<file path="config.mk">
export PLATFORM = sky130hd
export DESIGN_NAME = tpx3_packet_assembler
export DESIGN_NICKNAME = d
export VERILOG_FILES = /design/src/rtl/tpx3_packet_assembler.sv
export SDC_FILE = /design/constraint.sdc
export NUM_CORES = 1
export LEC_CHECK = 0
export BUFFER_PORTS_ARGS = -buffer_cell sky130_fd_sc_hd__buf_2
export CAP_MARGIN = 10
export CORE_MARGIN = 3
export CORE_UTILIZATION = 55
export DETAILED_ROUTE_END_ITERATION = 10
export GPL_TIMING_DRIVEN = 0
export PLACE_DENSITY_LB_ADDON = 0.2
export SLEW_MARGIN = 15
export SYNTH_ARGS = -nofsm -noshare
export SYNTH_HDL_FRONTEND = slang
export SYNTH_SLANG_ARGS = --single-unit
</file>
<file path="constraint.sdc">
create_clock -name BUS_CLK -period 6 [get_ports BUS_CLK]
set_clock_uncertainty 0.1 [all_clocks]
set_input_delay 1.2 -clock BUS_CLK [delete_from_list [all_inputs] [get_ports BUS_CLK]]
set_output_delay 1.2 -clock BUS_CLK [all_outputs]
set_load 0.005 [all_outputs]
</file>
<file path="src/rtl/tpx3_packet_assembler.sv">
`default_nettype none
// ============================================================================
// Module   : tpx3_packet_assembler
// Purpose  : Pops 25-bit half-packet words from a first-word-fall-through
//            receiver FIFO (bit 24 = 1 upper half, 0 lower half) and pairs
//            them into 48-bit Timepix3 packets on a valid/ready output.
//            Out-of-order halves and timed-out upper halves are dropped and
//            counted in a saturating error counter.
// Ports    : BUS_CLK, RESET (sync, active-high)
//            enable                 - pop permission
//            fifo_data/fifo_empty   - FIFO head word / empty flag
//            fifo_read              - pop strobe (combinational)
//            packet_data/valid/ready- output packet handshake
//            order_err_cnt          - saturating dropped-half count
//            packet_cnt             - wrapping accepted-packet count
//            state_busy             - an upper half is being held
// Revision : 1.0 - initial release
// ============================================================================
module tpx3_packet_assembler #(
  parameter int TIMEOUT = 255
) (
  input  logic        BUS_CLK,
  input  logic        RESET,
  input  logic        enable,
  input  logic [24:0] fifo_data,
  input  logic        fifo_empty,
  output logic        fifo_read,
  output logic [47:0] packet_data,
  output logic        packet_valid,
  input  logic        packet_ready,
  output logic [7:0]  order_err_cnt,
  output logic [15:0] packet_cnt,
  output logic        state_busy
);

  // The counter only ever needs to hold 0..TIMEOUT-1: the timeout fires on
  // the idle cycle seen while it already holds TIMEOUT-1.
  localparam int             c_TW   = (TIMEOUT > 1) ? $clog2(TIMEOUT) : 1;
  localparam logic [c_TW-1:0] c_TLIM = c_TW'(TIMEOUT - 1);
  localparam logic [c_TW-1:0] c_TONE = c_TW'(1);

  typedef enum logic [0:0] {
    S_WAIT_HIGH = 1'b0,
    S_WAIT_LOW  = 1'b1
  } state_t;

  state_t          r_state, w_state_nxt;
  logic [23:0]     r_upper, w_upper_nxt;
  logic [c_TW-1:0] r_tmo, w_tmo_nxt;
  logic [47:0]     r_data;
  logic            r_valid;
  logic [7:0]      r_err;
  logic [15:0]     r_cnt;
  logic            w_load;
  logic            w_err;
  logic            w_out_free;
  logic            w_tmo_hit;

  assign w_out_free = !r_valid || packet_ready;
  assign w_tmo_hit  = (TIMEOUT != 0) && (r_tmo == c_TLIM);

  always_comb begin
    w_state_nxt = r_state;
    w_upper_nxt = r_upper;
    w_tmo_nxt   = r_tmo;
    w_load      = 1'b0;
    w_err       = 1'b0;
    fifo_read   = 1'b0;
    case (r_state)
      S_WAIT_HIGH: begin
        fifo_read = !RESET && enable && !fifo_empty;
        if (fifo_read) begin
          if (fifo_data[24]) begin
            w_upper_nxt = fifo_data[23:0];
            w_state_nxt = S_WAIT_LOW;
            w_tmo_nxt   = '0;
          end else begin
            w_err = 1'b1;
          end
        end
      end
      S_WAIT_LOW: begin
        // A new upper half may always be popped; a lower half only when the
        // output register can take the completed packet.
        fifo_read = !RESET && enable && !fifo_empty && (fifo_data[24] || w_out_free);
        if (fifo_read) begin
          if (!fifo_data[24]) begin
            w_load      = 1'b1;
            w_state_nxt = S_WAIT_HIGH;
          end else begin
            w_err       = 1'b1;
            w_upper_nxt = fifo_data[23:0];
            w_tmo_nxt   = '0;
          end
        end else if (enable && !fifo_empty && !w_out_free) begin
          // Lower half waiting on a blocked output: everything frozen.
          w_tmo_nxt = r_tmo;
        end else if (w_tmo_hit) begin
          w_err       = 1'b1;
          w_state_nxt = S_WAIT_HIGH;
          w_tmo_nxt   = '0;
        end else begin
          w_tmo_nxt = r_tmo + c_TONE;
        end
      end
      default: begin
        w_state_nxt = S_WAIT_HIGH;
      end
    endcase
  end

  always_ff @(posedge BUS_CLK) begin
    if (RESET) begin
      r_state <= S_WAIT_HIGH;
      r_upper <= '0;
      r_tmo   <= '0;
      r_valid <= 1'b0;
      r_data  <= '0;
      r_err   <= '0;
      r_cnt   <= '0;
    end else begin
      r_state <= w_state_nxt;
      r_upper <= w_upper_nxt;
      r_tmo   <= w_tmo_nxt;
      if (w_load) begin
        r_valid <= 1'b1;
        r_data  <= {r_upper, fifo_data[23:0]};
      end else if (packet_ready) begin
        r_valid <= 1'b0;
      end
      if (r_valid && packet_ready) begin
        r_cnt <= r_cnt + 16'd1;
      end
      if (w_err && (r_err != 8'hFF)) begin
        r_err <= r_err + 8'd1;
      end
    end
  end

  assign packet_data   = r_data;
  assign packet_valid  = r_valid;
  assign order_err_cnt = r_err;
  assign packet_cnt    = r_cnt;
  assign state_busy    = (r_state == S_WAIT_LOW);

endmodule
`default_nettype wire

</file>
==> flow_metrics.py, run 1 <==
metrics = {
    "clock_network": {
        "cts_buffer_depth": 2,
        "cts_tree": "done",
        "numCtsBuffers": 9,
        "cts.sinks": 106,
        "cts_resized": 0,
        "ctsHoldBuffers": 0,
        "post-cts-setup-buffers": 0,
        "cts_root_buffer": "clkbuf_8",
        "clock_latency_ns": 0.37,
        "clkTransAtPathRegs_ns": 0.10,
        "h-tree-depth": 3,
    },
    "floorplanning": {
        "core_sq_mm": 0.00729,
        "start_util_pct": 57.1,
        "num_io_pins": 105,
        "fp.dieArea_sq_mm": 0.00864,
        "die_h_um": 93.0,
        "die_x_um": 93.0,
        "num_rows": 31,
    },
    "synth": {
        "synthFlopType": "dfxtp_1",
        "synth_area_leaders": "dfxtp_1, nand2_1, a21oi_1",
        "synthArstFlopShare_pct": 0,
        "ys_seq_area_share_pct": 51.0,
        "yosysUniqueCellTypes": 42,
        "synth_top_area_cell": "dfxtp_1",
        "yosys_warnings": 0,
        "postSynthCellCount": 510,
        "synthesis.area_sq_mm": 0.00416,
        "syn_nets": 544,
        "synth_area_per_cell_sq_um": 8.16,
        "ys_ff_latch": 106,
        "synth_edf_count": 0,
        "synth_top_area_share_pct": 51.0,
    },
    "timing": {
        "slew_violations": 0,
        "min_period_ns": 3.38,
        "finalSetupViolations": 0,
        "grt_setup_unrepaired": "no",
        "slew_headroom_pct": 49.6,
        "fin_crit_sh_pct": 56.3,
        "finalSetupTns_ns": 0,
        "tightest_slew_ns": 0.751,
        "hold_viol": 0,
        "max_freq_mhz": 296,
    },
    "worst_hold_path": {
        "hold_class": "register to register",
        "worstHoldStart": "packet_data[27]",
        "whs_path_depth": 2,
        "min_to": "packet_data[27]",
    },
    "finish": {
        "mostFrequentLayoutCell": "nand2_1",
        "antennaDiodeCount": 0,
        "layout_common_cells": "nand2_1, buf_2, dfxtp_1",
        "final_layout_size_suffix_gt1_share_pct": 21.0,
        "area_growth_pct": 19.8,
        "final_nets": 659,
        "instances_no_fill": 729,
        "fill_cells": 616,
        "utilization_pct": 68.4,
    },
    "critical_path": {
        "cp.arrival_ns": 2.08,
        "cp_common_cell": "buf_2",
        "cp_slowest_cell": "or3b_4",
        "reg2reg_slack_ns": 3.77,
        "critPathCaptureType": "output pin",
        "rr_worst_depth": 8,
        "slowest_delay_ns": 0.41,
        "worstReg2RegStart": "packet_valid",
        "crit_required_ns": 4.70,
        "worstPathCellList": "buf_2 > or3b_4 > o21a_1 > buf_2",
        "r2r-end": "packet_data[41]",
        "cp-start-kind": "input pin",
        "cp_max_fo": 7,
        "crit_type": "input pin to output pin",
    },
    "route": {
        "drt_iter0_markers": 178,
        "wirelength_um": 10300,
        "wl_per_cell_um": 14.1,
        "via_per_inst": 5.32,
        "vias": 3876,
        "postRouteAntennaNets": 0,
        "drc": 0,
        "drt_pre_antenna_iters": 4,
    },
    "global_route": {
        "grt.busiest_layer": "met2",
        "grtUsageMet2_pct": 41.6,
        "grt_pass1_wl_um": 17200,
        "overflow": 0,
        "grtUsageMet1_pct": 29.9,
        "grt_pass1_vias": 3816,
        "grt_util_all_layers_pct": 24.6,
        "grt_max_degree": 19,
        "met3_usage_pct": 6.44,
        "antenna_found_initial": 0,
    },
    "place": {
        "gp_congestion": 0.848,
        "portBuffers": 104,
        "dp_cells": 713,
        "dpl.hpwl_um": 7610,
    },
    "power": {
        "leakagePower_nw": 1.97,
        "p_per_area_mw_per_mm2": 239,
        "ir_drop_mv": 0.179,
    },
    "run_status": {
        "run_status": "finished clean",
    },
    "flow_run": {
        "maxCapViolCount": 0,
    },
}
-- cell type report --
| class | instances | area, sq um | share of cell area, % |
|---|---|---|---|
| buffer | 31 | 134 | 2.69 |
| timing repair buffer | 104 | 520 | 10.4 |
| inverter | 5 | 18.8 | 0.377 |
| clock buffer | 10 | 128 | 2.56 |
| multi-input combinational | 368 | 1890 | 37.8 |
| clock inverter | 6 | 52.6 | 1.05 |
| sequential | 106 | 2120 | 42.6 |
| tap | 99 | 124 | 2.48 |
-- routing by layer --
metal / vias up / share of wire, %
li1: 1935 / -
met1: 1796 / 43
met2: 125 / 47
met3: 20 / 7.1
met4: 0 / 2.4
met5: - / 0
-- how the worst max path moves through the flow --
stage                  startpoint   endpoint  slack, ns  depth (start not counted)
floorplan           fifo_data[24]  fifo_read       2.93                          2
global placement    fifo_data[24]  fifo_read       2.62                          4
detailed placement  fifo_data[24]  fifo_read       2.62                          4
CTS                 fifo_data[24]  fifo_read       2.62                          4
global route        fifo_data[24]  fifo_read       2.59                          4
finish              fifo_data[24]  fifo_read       2.62                          4
-- power by group --
part	switching, mW	internal (mW)
Sequential	0.00634	0.712
Combinational	0.0371	0.0238
Clock	0.256	0.155
Total	0.300	0.891
-- cells by family (layout without fill, tap and decap cells) --
kind of cell | after synthesis | count (layout) | share of synthesized area (%)
multiplexers | 1 | 1 | 0.241
adder cells (fa/ha/maj) | 4 | 4 | 1.20
XOR/XNOR | 15 | 15 | 3.16
AO/OA/AOI/OAI | 111 | 111 | 14.7
buffers and inverters | 36 | 156 | 3.67
AND/OR/NAND/NOR | 237 | 237 | 26.0
flip-flops | 106 | 106 | 51.0
-- sequential cells by signal (all words and copies together), names as in the netlist --
register       count
r_upper           24
packet_valid       1
r_tmo              8
packet_cnt        16
packet_data       48
state_busy         1
order_err_cnt      8
-- cells in the mapped netlist, drive strengths merged, types with 2 or more instances --
cell and number:
o21ai 31, nand4 7, and2 2, xor2 13, dfxtp 106, a41oi 2, nor2 25, a21oi 66
nand2 133, or3 7, xnor2 2, nor3 9, nor2b 2, inv 5, and3 3, or4 2
o31ai 3, ha 4, clkbuf 21, nor3b 2, nand2b 26, nand3 14, buf 10, a22oi 2
-- worst max-delay path, delay by kind of cell --
family | cells | cell delay [ns]
buffers and inverters | 2 | 0.27
AO/OA/AOI/OAI | 1 | 0.20
AND/OR/NAND/NOR | 1 | 0.41
-- per-stage QoR --
stage	worst slack [ns]	power, mW	area, sq um	hold WS [ns]
after floorplan	2.93	0.767	4160	0.332
after global routing	2.59	1.23	4980	0.382
after global placement	2.62	0.793	4800	0.337
after CTS	2.62	1.19	4980	0.357
final	2.62	1.19	4980	0.358
after detailed placement	2.62	0.795	4800	0.344
Power figures use the tool's default switching activity.
==> inputs of run 2 (changes only) <==
--- a/config.mk
+++ b/config.mk
@@ -5,10 +5,11 @@
 export SDC_FILE = /design/constraint.sdc
 export NUM_CORES = 1
 export LEC_CHECK = 0
+export ABC_AREA = 1
 export BUFFER_PORTS_ARGS = -buffer_cell sky130_fd_sc_hd__buf_2
 export CAP_MARGIN = 10
 export CORE_MARGIN = 3
-export CORE_UTILIZATION = 55
+export CORE_UTILIZATION = 48
 export DETAILED_ROUTE_END_ITERATION = 10
 export GPL_TIMING_DRIVEN = 0
 export PLACE_DENSITY_LB_ADDON = 0.2
==> constraint.sdc (replaced) <==
create_clock -name BUS_CLK -period 3 [get_ports BUS_CLK]
set_clock_uncertainty 0.1 [all_clocks]
set_input_delay 0.6 -clock BUS_CLK [delete_from_list [all_inputs] [get_ports BUS_CLK]]
set_output_delay 0.6 -clock BUS_CLK [all_outputs]
set_load 0.005 [all_outputs]
==> flow_metrics.py, run 2 <==
metrics = {
    "clock_network": {
        "clkTransAtPathRegs_ns": 0.10,
        "h-tree-depth": 3,
        "cts_tree": "done",
        "post-cts-setup-buffers": 0,
        "cts_resized": 0,
        "cts.sinks": 106,
        "cts_root_buffer": "clkbuf_8",
        "clock_latency_ns": 0.37,
        "cts_buffer_depth": 2,
        "ctsHoldBuffers": 0,
        "numCtsBuffers": 9,
    },
    "synth": {
        "syn_nets": 641,
        "post-synth-top-count-cell": "nor2_1",
        "synthArstFlopShare_pct": 0,
        "synth_fa_ha_area_share_pct": 1.15,
        "ys_ff_latch": 106,
        "yosys_warnings": 0,
        "yosysUniqueCellTypes": 29,
        "synth_mux_area_share_pct": 0,
        "postSynthCellCount": 607,
        "synth_edf_count": 0,
        "yosys.area_share.xor_xnor_pct": 1.21,
        "synthesis.area_sq_mm": 0.00435,
        "synth_top_family_by_area": "simple AND/OR/NAND/NOR gates",
        "synth_area_leaders": "dfxtp_1, nor2_1, nand2_1",
        "yosys-top-cells-count": "nor2_1, nand2_1, dfxtp_1",
        "synth-simple-area-share_pct": 26.6,
        "ys_seq_area_share_pct": 48.7,
        "synth_top_area_cell": "dfxtp_1",
        "synth_area_per_cell_sq_um": 7.17,
        "synth-compound-area-share_pct": 15.3,
        "synth_top_area_share_pct": 48.7,
        "synthFlopType": "dfxtp_1",
    },
    "timing": {
        "slew_headroom_pct": 62.6,
        "hold_viol": 0,
        "slew_violations": 0,
        "finalSetupViolations": 0,
        "grt_setup_unrepaired": "no",
        "fin_crit_sh_pct": 77.7,
        "tightest_slew_ns": 0.561,
        "max_freq_mhz": 429,
        "min_period_ns": 2.33,
        "finalSetupTns_ns": 0,
    },
    "global_route": {
        "antenna_found_initial": 0,
        "grt_pass1_vias": 3999,
        "grt_util_all_layers_pct": 21.4,
        "overflow": 0,
        "grt_max_degree": 19,
        "grt_pass1_wl_um": 17900,
    },
    "flow_run": {
        "maxCapViolCount": 0,
    },
    "critical_path": {
        "worstPathCellList": "inv_1 > nor2_1 > nand2_1 > o21ai_0 > inv_1 > buf_2",
        "cp_common_cell": "inv_1",
        "slowest_delay_ns": 0.42,
        "cp.arrival_ns": 1.63,
        "cp_slowest_cell": "dfxtp_1",
        "critPathCaptureType": "output pin",
        "cp-start-kind": "register",
        "crit_required_ns": 2.30,
        "crit_type": "register to output pin",
        "cp_max_fo": 4,
    },
    "floorplanning": {
        "num_io_pins": 105,
        "die_x_um": 101,
        "start_util_pct": 49.7,
        "core_sq_mm": 0.00876,
        "fp.dieArea_sq_mm": 0.0102,
        "die_h_um": 101,
        "num_rows": 34,
    },
    "finish": {
        "mostFrequentLayoutCell": "nor2_1",
        "utilization_pct": 59.4,
        "layout_common_cells": "nor2_1, nand2_1, buf_2",
        "area_growth_pct": 19.6,
        "final_layout_size_suffix_gt1_share_pct": 19.4,
        "antennaDiodeCount": 0,
        "largest_reg_flops": 48,
        "final_nets": 756,
    },
    "route": {
        "via_per_inst": 5.03,
        "postRouteAntennaNets": 0,
        "drc": 0,
        "vias": 4199,
        "drt_pre_antenna_iters": 4,
        "wl_per_cell_um": 12.7,
        "drt_iter0_markers": 174,
        "wirelength_um": 10600,
    },
    "power": {
        "ir_drop_mv": 0.270,
        "leakagePower_nw": 2.46,
        "p_per_area_mw_per_mm2": 471,
    },
    "worst_hold_path": {
        "hold_class": "input pin to register",
    },
    "run_status": {
        "run_status": "finished clean",
    },
    "place": {
        "portBuffers": 104,
        "gp_congestion": 0.869,
        "dpl.hpwl_um": 7940,
    },
}
## run 2: cell count changes after synthesis, moves of 7 or more
| cell | delta |
|---|---|
| xor2_1 | -9 |
| a21oi_1 | -22 |
| nand2_1 | -17 |
| nor2_1 | +100 |
| or3_1 | -7 |
| nand2b_1 | -26 |
| inv_1 | +47 |
| clkbuf_1 | -9 |
| o21ai_0 | +50 |
## run 2: area by class of cell
cell class / count / area (sq um)
Clock inverter: 6 / 72.6
Sequential cell: 106 / 2120
Clock buffer: 9 / 124
Fill cell: 851 / 3560
Timing Repair Buffer: 104 / 520
Tap cell: 108 / 135
Inverter: 55 / 206
Buffer: 24 / 103
Multi-Input combinational cell: 422 / 1920
## run 2: power breakdown
part / switching [mW] / internal (mW)
sequential: 0.00988 / 1.43
clock: 0.498 / 0.392
combinational: 0.0846 / 0.0434
total: 0.592 / 1.86
## run 2: cells by family (layout without fill, tap and decap cells)
group | count (synthesis) | in the layout
AND/OR/NAND/NOR | 281 | 281
adder cells (fa/ha/maj) | 4 | 4
AO/OA/AOI/OAI | 131 | 131
flip-flops | 106 | 106
buffers and inverters | 79 | 198
XOR/XNOR | 6 | 6
## run 2: worst paths after layout
check,startpoint,endpoint,slack [ns],cells past startpoint
worst min-delay path,fifo_data[6],r_upper[6],0.35,3
worst max register to register,order_err_cnt[0],order_err_cnt[2],1.19,9
worst max-delay path,packet_valid,fifo_read,0.67,6
worst min register to register,r_upper[20],packet_data[44],0.35,2
## run 2: per-stage QoR
step	cell area (sq um)	hold WS, ns	cells	power, mW	setup WS [ns]
floorplan	4350	0.330	607	1.54	1.18
global placement	5010	0.341	819	1.59	0.768
detailed placement	5010	0.347	819	1.60	0.755
CTS	5210	0.339	834	2.48	0.647
global route	5210	0.353	834	2.55	0.541
finish	5210	0.352	834	2.45	0.669
## run 2: per-layer routing
layer | vias up | GRT usage (%) | wire (um)
met5 | - | 0 | 0
met4 | 0 | 6.75 | 106
met3 | 9 | 4.61 | 629
met2 | 112 | 35.5 | 4890
met1 | 1910 | 28.0 | 4950
li1 | 2168 | - | -
## run 2: worst max-delay path, delay by kind of cell, from the launching register on
family | cells | cell delay, ns
flops | 1 | 0.42
buf+inv | 3 | 0.25
compound gates | 1 | 0.30
simple gates | 2 | 0.30
